<file path="src/rtl/if_stage_pkg.sv">
// Shared pipeline definitions for the fetch stage and its neighbours:
// stall-vector bit positions, fetch FSM states, boot PC and IF->ID bus width.
package if_stage_pkg;

  localparam int STALL_W  = 6;
  localparam int STALL_IF = 0;
  localparam int STALL_ID = 1;
  localparam int STALL_EX = 2;
  localparam int STALL_MA = 3;
  localparam int STALL_WB = 4;
  localparam int STALL_CT = 5;

  localparam logic [63:0] RESET_PC_DEFAULT = 64'h0000_0000_8000_0000;

  // pc_valid plus the 64-bit pc
  localparam int IF_ID_BUS_W = 65;

  typedef enum logic {
    S_BOOT,
    S_RUN
  } if_state_e;

  // Redirect targets are always word aligned; the low two bits are dropped.
  function automatic logic [63:0] align4(input logic [63:0] addr);
    return {addr[63:2], 2'b00};
  endfunction

endpackage

</file>
<file path="src/rtl/if_stage_if.sv">
// Bundle of the fetch stage's pipeline-control inputs, IF->ID outputs and
// instruction SRAM port. master = fetch stage side, slave = environment side.
interface if_stage_if
  import if_stage_pkg::*;
#(
  parameter int PC_W = 64
);

  logic [STALL_W-1:0] stall;
  logic               br_e;
  logic [PC_W-1:0]    br_addr;

  logic               pc_valid;
  logic [PC_W-1:0]    pc;

  logic               inst_sram_en;
  logic [7:0]         inst_sram_we;
  logic [PC_W-1:0]    inst_sram_addr;
  logic [PC_W-1:0]    inst_sram_wdata;

  modport master (
    input  stall, br_e, br_addr,
    output pc_valid, pc,
    output inst_sram_en, inst_sram_we, inst_sram_addr, inst_sram_wdata
  );

  modport slave (
    output stall, br_e, br_addr,
    input  pc_valid, pc,
    input  inst_sram_en, inst_sram_we, inst_sram_addr, inst_sram_wdata
  );

endinterface

</file>
<file path="src/rtl/if_stage_pc_redirect_buf.sv">
// Holds a redirect that arrives while the PC is frozen and chooses the next
// PC: hold, live redirect, parked redirect, or sequential, in that order.
// Written so later exception/CSR redirect sources can reuse it.
module pc_redirect_buf #(
  parameter int PC_W = 64
) (
  input  logic            clk,
  input  logic            rst_n,
  input  logic            en,
  input  logic            hold,
  input  logic            br_e,
  input  logic [PC_W-1:0] br_addr,
  input  logic [PC_W-1:0] cur_pc,
  output logic [PC_W-1:0] next_pc,
  output logic            pend_v
);

  localparam logic [PC_W-1:0] PC_STEP = PC_W'(4);

  logic [PC_W-1:0] pend_addr;
  logic [PC_W-1:0] br_tgt;
  logic            unused_br_lo;

  assign br_tgt       = {br_addr[PC_W-1:2], 2'b00};
  assign unused_br_lo = ^br_addr[1:0];

  // Park redirects seen during a hold (youngest overwrites) and drop the
  // parked one as soon as the PC is allowed to move.
  always_ff @(posedge clk or negedge rst_n) begin
    if (!rst_n) begin
      pend_v    <= 1'b0;
      pend_addr <= '0;
    end else if (en) begin
      if (hold) begin
        if (br_e) begin
          pend_v    <= 1'b1;
          pend_addr <= br_tgt;
        end
      end else begin
        pend_v <= 1'b0;
      end
    end
  end

  // Next-PC priority: a live redirect beats a parked one; wrap is silent.
  always_comb begin
    next_pc = cur_pc + PC_STEP;
    if (hold) begin
      next_pc = cur_pc;
    end else if (br_e) begin
      next_pc = br_tgt;
    end else if (pend_v) begin
      next_pc = pend_addr;
    end
  end

endmodule

</file>
<file path="src/rtl/if_stage.sv">
// Instruction-fetch stage: owns the fetch PC, presents pc/pc_valid to decode
// and drives the read-only 64-bit instruction SRAM port.
module if_stage
  import if_stage_pkg::*;
#(
  parameter int              PC_W     = 64,
  parameter logic [PC_W-1:0] RESET_PC = RESET_PC_DEFAULT
) (
  input  logic     clk,
  input  logic     rst_n,
  if_stage_if.master bus
);

  if_state_e       state;
  logic [PC_W-1:0] pc_q;
  logic            pc_valid_q;
  logic            sram_en_q;
  logic [PC_W-1:0] next_pc;
  logic            run;
  logic            unused_pend_v;
  logic            unused_stall;

  assign run          = (state == S_RUN);
  assign unused_stall = ^bus.stall[STALL_W-1:1];

  pc_redirect_buf #(
    .PC_W (PC_W)
  ) u_redirect (
    .clk     (clk),
    .rst_n   (rst_n),
    .en      (run),
    .hold    (bus.stall[STALL_IF]),
    .br_e    (bus.br_e),
    .br_addr (bus.br_addr),
    .cur_pc  (pc_q),
    .next_pc (next_pc),
    .pend_v  (unused_pend_v)
  );

  // Boot spends one idle cycle with RESET_PC already loaded, then runs with
  // fetch enabled forever; the PC only advances in S_RUN.
  always_ff @(posedge clk or negedge rst_n) begin
    if (!rst_n) begin
      state      <= S_BOOT;
      pc_q       <= RESET_PC;
      pc_valid_q <= 1'b0;
      sram_en_q  <= 1'b0;
    end else begin
      case (state)
        S_BOOT: begin
          state      <= S_RUN;
          pc_valid_q <= 1'b1;
          sram_en_q  <= 1'b1;
        end
        S_RUN: begin
          pc_q <= next_pc;
        end
      endcase
    end
  end

  assign bus.pc              = pc_q;
  assign bus.pc_valid        = pc_valid_q;
  assign bus.inst_sram_en    = sram_en_q;
  assign bus.inst_sram_we    = 8'h00;
  assign bus.inst_sram_addr  = {pc_q[PC_W-1:3], 3'b000};
  assign bus.inst_sram_wdata = '0;

  // Every fetch PC, including the boot PC, must be word aligned.
  ap_pc_aligned: assert property (@(posedge clk) pc_q[1:0] == 2'b00)
    else $error("fetch pc not word aligned");

endmodule

</file>
<file path="src/flat_wrapper.sv">
// flat-port wrapper written by rule: the top's interface ports become plain ports
module if_stage_flat import if_stage_pkg::*;
#(
  parameter int              PC_W     = 64,
  parameter logic [PC_W-1:0] RESET_PC = RESET_PC_DEFAULT
)
  (clk, rst_n, bus_stall, bus_br_e, bus_br_addr, bus_pc_valid, bus_pc, bus_inst_sram_en, bus_inst_sram_we, bus_inst_sram_addr, bus_inst_sram_wdata);
  if_stage_if #(.PC_W(PC_W)) bus_i ();
  input  logic clk;
  input  logic rst_n;
  input wire logic [$bits(bus_i.stall)-1:0] bus_stall;
  input wire logic [$bits(bus_i.br_e)-1:0] bus_br_e;
  input wire logic [$bits(bus_i.br_addr)-1:0] bus_br_addr;
  output wire logic [$bits(bus_i.pc_valid)-1:0] bus_pc_valid;
  output wire logic [$bits(bus_i.pc)-1:0] bus_pc;
  output wire logic [$bits(bus_i.inst_sram_en)-1:0] bus_inst_sram_en;
  output wire logic [$bits(bus_i.inst_sram_we)-1:0] bus_inst_sram_we;
  output wire logic [$bits(bus_i.inst_sram_addr)-1:0] bus_inst_sram_addr;
  output wire logic [$bits(bus_i.inst_sram_wdata)-1:0] bus_inst_sram_wdata;
  assign bus_i.stall = bus_stall;
  assign bus_i.br_e = bus_br_e;
  assign bus_i.br_addr = bus_br_addr;
  assign bus_pc_valid = bus_i.pc_valid;
  assign bus_pc = bus_i.pc;
  assign bus_inst_sram_en = bus_i.inst_sram_en;
  assign bus_inst_sram_we = bus_i.inst_sram_we;
  assign bus_inst_sram_addr = bus_i.inst_sram_addr;
  assign bus_inst_sram_wdata = bus_i.inst_sram_wdata;
  if_stage #(.PC_W(PC_W), .RESET_PC(RESET_PC)) u_core (.clk(clk), .rst_n(rst_n), .bus(bus_i));
endmodule
</file>
<file path="config.mk">
export PLATFORM = sky130hd
export DESIGN_NAME = if_stage_flat
export DESIGN_NICKNAME = d
export VERILOG_FILES = /design/src/rtl/if_stage_pkg.sv /design/src/rtl/if_stage_if.sv /design/src/rtl/if_stage_pc_redirect_buf.sv /design/src/rtl/if_stage.sv /design/src/flat_wrapper.sv
export SDC_FILE = /design/constraint.sdc
export NUM_CORES = 1
export LEC_CHECK = 0
export CAP_MARGIN = 20
export CORE_MARGIN = 5
export CORE_UTILIZATION = 50
export CTS_BUF_LIST = sky130_fd_sc_hd__clkbuf_8
export DETAILED_ROUTE_END_ITERATION = 16
export GPL_ROUTABILITY_DRIVEN = 0
export HOLD_SLACK_MARGIN = 0.05
export PLACE_DENSITY = 0.9
export SYNTH_ARGS = -nofsm -noshare
export SYNTH_HDL_FRONTEND = slang
export SYNTH_HIERARCHICAL = 1
export SYNTH_SLANG_ARGS = --single-unit
</file>
<file path="constraint.sdc">
create_clock -name clk -period 4.1 [get_ports clk]
set_input_delay 0.82 -clock clk [delete_from_list [all_inputs] [get_ports clk]]
set_output_delay 0.82 -clock clk [all_outputs]
set_load 0.1 [all_outputs]
</file>
==> flow_metrics.py <==
metrics = {
    "timing": {
        "finalSetupTns_ns": 0,
        "hold_viol": 0,
        "clock.fmax_mhz": 300,
        "post-route-min-period_ns": 3.33,
        "setup_viol": 0,
        "max_slew_margin_pct": 32.4,
        "timing_worst_slew_pin_value_ns": 1.01,
        "setup_repair_after_global_routing_missed_its_margin": "false",
        "worst_clock_skew_ns": 0.0126,
        "final.period_utilization_pct": 81.3,
        "slew_viol_final": 0,
    },
    "synth": {
        "mux_contribution_to_synthesized_area_pct": 18.0,
        "synth_enable_flop_cells": 0,
        "fraction_of_post_synthesis_cell_area_in_the_top_cell_type_by_area_pct": 34.6,
        "synth_compound_gate_area_share_pct": 15.8,
        "synth_area_per_cell_sq_um": 9.35,
        "synth_xor_area_share_pct": 2.08,
        "synth_cell_type_count": 67,
        "synth.area.top_cells": "sky130_fd_sc_hd__dfrtp_1 35%, sky130_fd_sc_hd__buf_4 11%, sky130_fd_sc_hd__mux2_2 9.1%, sky130_fd_sc_hd__mux2_4 7.9%, sky130_fd_sc_hd__a22oi_1 3.1%",
        "syn-cell-area_sq_mm": 0.00926,
        "post_synth_and_or_nand_nor_area_fraction_pct": 14.0,
        "ys.flop_type": "sky130_fd_sc_hd__dfrtp_1",
        "count_of_state_elements_after_synthesis": 129,
        "syn-instance-count": 990,
        "yosysMostFrequentCell": "sky130_fd_sc_hd__buf_4",
        "adder_and_majority_gate_portion_of_the_synthesized_area_pct": 0.135,
        "synth.cells.most_frequent": "137 x sky130_fd_sc_hd__buf_4, 128 x sky130_fd_sc_hd__dfrtp_1, 75 x sky130_fd_sc_hd__mux2_2",
        "yosysSeqAreaShare_pct": 34.9,
        "ys_async_sr_fraction_pct": 100,
        "synth_top_area_cell": "sky130_fd_sc_hd__dfrtp_1",
        "synth_top_family_by_area": "multiplexers",
        "yosysWarningCount": 6,
    },
    "run": {
        "timing.max_cap.violations": 0,
    },
    "clock_tree": {
        "h_tree_lvls": 4,
        "hold_buffers": 0,
        "clock_transition_time_at_the_flip_flop_clock_pins_of_the_worst_setup_and_hold_paths_ns": 0.08,
        "post_cts.resized_instances": 0,
        "ctsLongestPathBuffers": 2,
        "tritoncts_clock_tree": "done",
        "clock-root-buffer": "sky130_fd_sc_hd__clkbuf_8",
        "cts_buffer_count": 17,
        "clock_latency_ns": 0.46,
        "post_cts_buffers": 0,
        "clock-sinks": 129,
    },
    "setup_path": {
        "setup.worst_path.end_class": "flop",
        "startpoint_of_the_worst_slack_reg_to_reg_timing_path": "u_core/bus.pc[2]$_DFFE_PN0P_",
        "worst_ep_required_time_ns": 4.45,
        "critical_path_class": "reg2reg",
        "crit_fanout": 8,
        "critical_path.startpoint_type": "flop",
        "critPathArrivalTime_ns": 3.69,
        "crit_start": "u_core/bus.pc[2]$_DFFE_PN0P_",
    },
    "die": {
        "die_w_um": 146,
        "rows": 49,
        "area_of_the_core_sq_mm": 0.0181,
        "io_pins": 275,
        "die-area_sq_mm": 0.0213,
        "initial_core_util_pct": 51.2,
        "die_height_um": 146,
    },
    "global_route": {
        "total_congestion_overflow": 0,
        "grt.total_usage_pct": 24.7,
        "grt_antenna_before_repair": 2,
        "grt_max_degree": 60,
        "grt_first_pass_wirelength_um": 42900,
        "first_global_vias": 8183,
    },
    "layout": {
        "layout-drive-gt1-share_pct": 17.4,
        "final_net_count": 1171,
        "areaGrowthSynthToFinish_pct": 18.2,
        "insertedDiodeCount": 0,
    },
    "placement": {
        "port_buffers": 192,
        "detailedPlacementHpwl_um": 18800,
    },
    "pwr": {
        "power_per_cell_area_mw_per_mm2": 675,
        "static-leakage-power_nw": 4.52,
        "power_w": 0.00738,
        "worst_ir_drop_vdd_v": 0.000447,
    },
    "routing": {
        "drc_marker_count_from_the_first_detailed_route_iteration": 755,
        "route.detailed.drc": 0,
        "post_drt_wl_per_cell_um": 20.6,
        "drt-vias-per-instance": 6.12,
        "route.antenna.remaining_nets": 0,
        "route.vias.total": 8192,
        "first_pass_iters": 7,
        "route.final.wire_length_um": 27500,
    },
    "min_path": {
        "holdCritPathClass": "in2async",
    },
    "outcome": {
        "run_status": "completed",
    },
}
-- worst max-delay path: stages, from the launching register on --
cell and delay [ns]:
sky130_fd_sc_hd__dfrtp_1 0.49, sky130_fd_sc_hd__ha_1 0.28, sky130_fd_sc_hd__nand3_1 0.21, sky130_fd_sc_hd__or3_4 0.41, sky130_fd_sc_hd__or4_1 0.71, sky130_fd_sc_hd__or4_4 0.60, sky130_fd_sc_hd__o221a_2 0.27, sky130_fd_sc_hd__mux2_4 0.25
-- metrics by stage --
stage          instance area [sq um]  util (%)  hold slack, ns  setup WS (ns)  instances
5_1_grt                        10900      60.5           0.389          0.721       1338
6_report                       10900      60.5           0.362          0.768       1338
4_1_cts                        10900      60.5           0.368          0.812       1338
3_3_place_gp                   10600      58.7           0.459          0.892       1307
3_5_place_dp                   10600      58.7           0.481          0.823       1307
2_1_floorplan                   9540         -           0.442          0.419       1064
-- cells in the final DEF (no fill, tap or decap), drive strengths merged, types with 3 or more instances in the layout --
| cell | instances |
|---|---|
| clkinv | 5 |
| o211ai | 7 |
| or3 | 4 |
| nand2b | 6 |
| o221ai | 12 |
| or2 | 4 |
| nand3 | 28 |
| clkbuf | 20 |
| a211oi | 5 |
| mux2 | 124 |
| nor3 | 27 |
| buf | 23 |
| nand2 | 70 |
| a31oi | 6 |
| dfrtp | 128 |
| a22oi | 38 |
| o21ai | 56 |
| clkdlybuf4s50 | 189 |
| a2111oi | 4 |
| nor4 | 12 |
| o2111ai | 4 |
| mux2i | 9 |
| and3 | 8 |
| o22ai | 8 |
| a21oi | 49 |
| conb | 76 |
| nor2 | 64 |
| and4 | 4 |
| a211o | 6 |
| or4 | 8 |
| inv | 26 |
| xnor2 | 17 |
| o31ai | 11 |
| nand4 | 14 |
| a221o | 3 |
| xor2 | 5 |
-- cells by family after synthesis --
family	after synthesis
adders and majority gates	1
and+or+nand+nor	260
buffers and inverters	219
xor gates and xnor gates	22
muxes	133
DFF	129
other	2
AOI/OAI and AO/OA	224
-- layer usage --
| metal | routed length (um) | GRT usage (%) | share of wire [%] | up-vias |
|---|---|---|---|---|
| met2 | 13400 | 41.4 | 49 | 532 |
| met1 | 10800 | 30.2 | 39 | 3982 |
| met5 | 34 | 0 | 0.12 | - |
| met3 | 2620 | 7.07 | 9.5 | 84 |
| li1 | - | - | - | 3590 |
| met4 | 714 | 9.69 | 2.6 | 4 |
-- flip-flops by register name, indices dropped and copies added (netlist names) --
signal,flops
u_core/run,1
u_core/bus.pc,64
u_core/u_redirect/pend_addr,62
u_core/u_redirect/pend_v,1
u_core/bus.inst_sram_en,1
-- area by class of cell --
class	count	area [sq um]
clock buffer	20	275
sequential	129	3230
tap	229	287
multi-input combinational	716	4930
timing repair buffer	212	2080
inverter	21	78.8
fill	1488	7140
clock inverter	11	51.3
-- power by group --
part	internal, W	leakage (nW)	total, W	switching, W
Combinational	0.00110	2.78	0.00443	0.00332
Sequential	0.00155	1.55	0.00201	0.000457
Clock	0.000445	0.190	0.000951	0.000506
Total	0.00310	4.52	0.00738	0.00428
-- worst paths after layout --
check	end	slack, ns	cells past startpoint
max	u_core/bus.pc[54]$_DFFE_PN0P_	0.77	7
min	u_core/bus.pc[47]$_DFFE_PN0P_	0.36	1
max in group asynchronous	u_core/u_redirect/pend_addr[48]$_DFFE_PN0P_	2.84	2
max reg2reg	u_core/bus.pc[54]$_DFFE_PN0P_	0.77	7
min reg2reg	u_core/u_redirect/pend_addr[55]$_DFFE_PN0P_	0.49	2
min in group clk	u_core/u_redirect/pend_addr[55]$_DFFE_PN0P_	0.49	2
No activity file was read; power rests on OpenSTA's default activity.
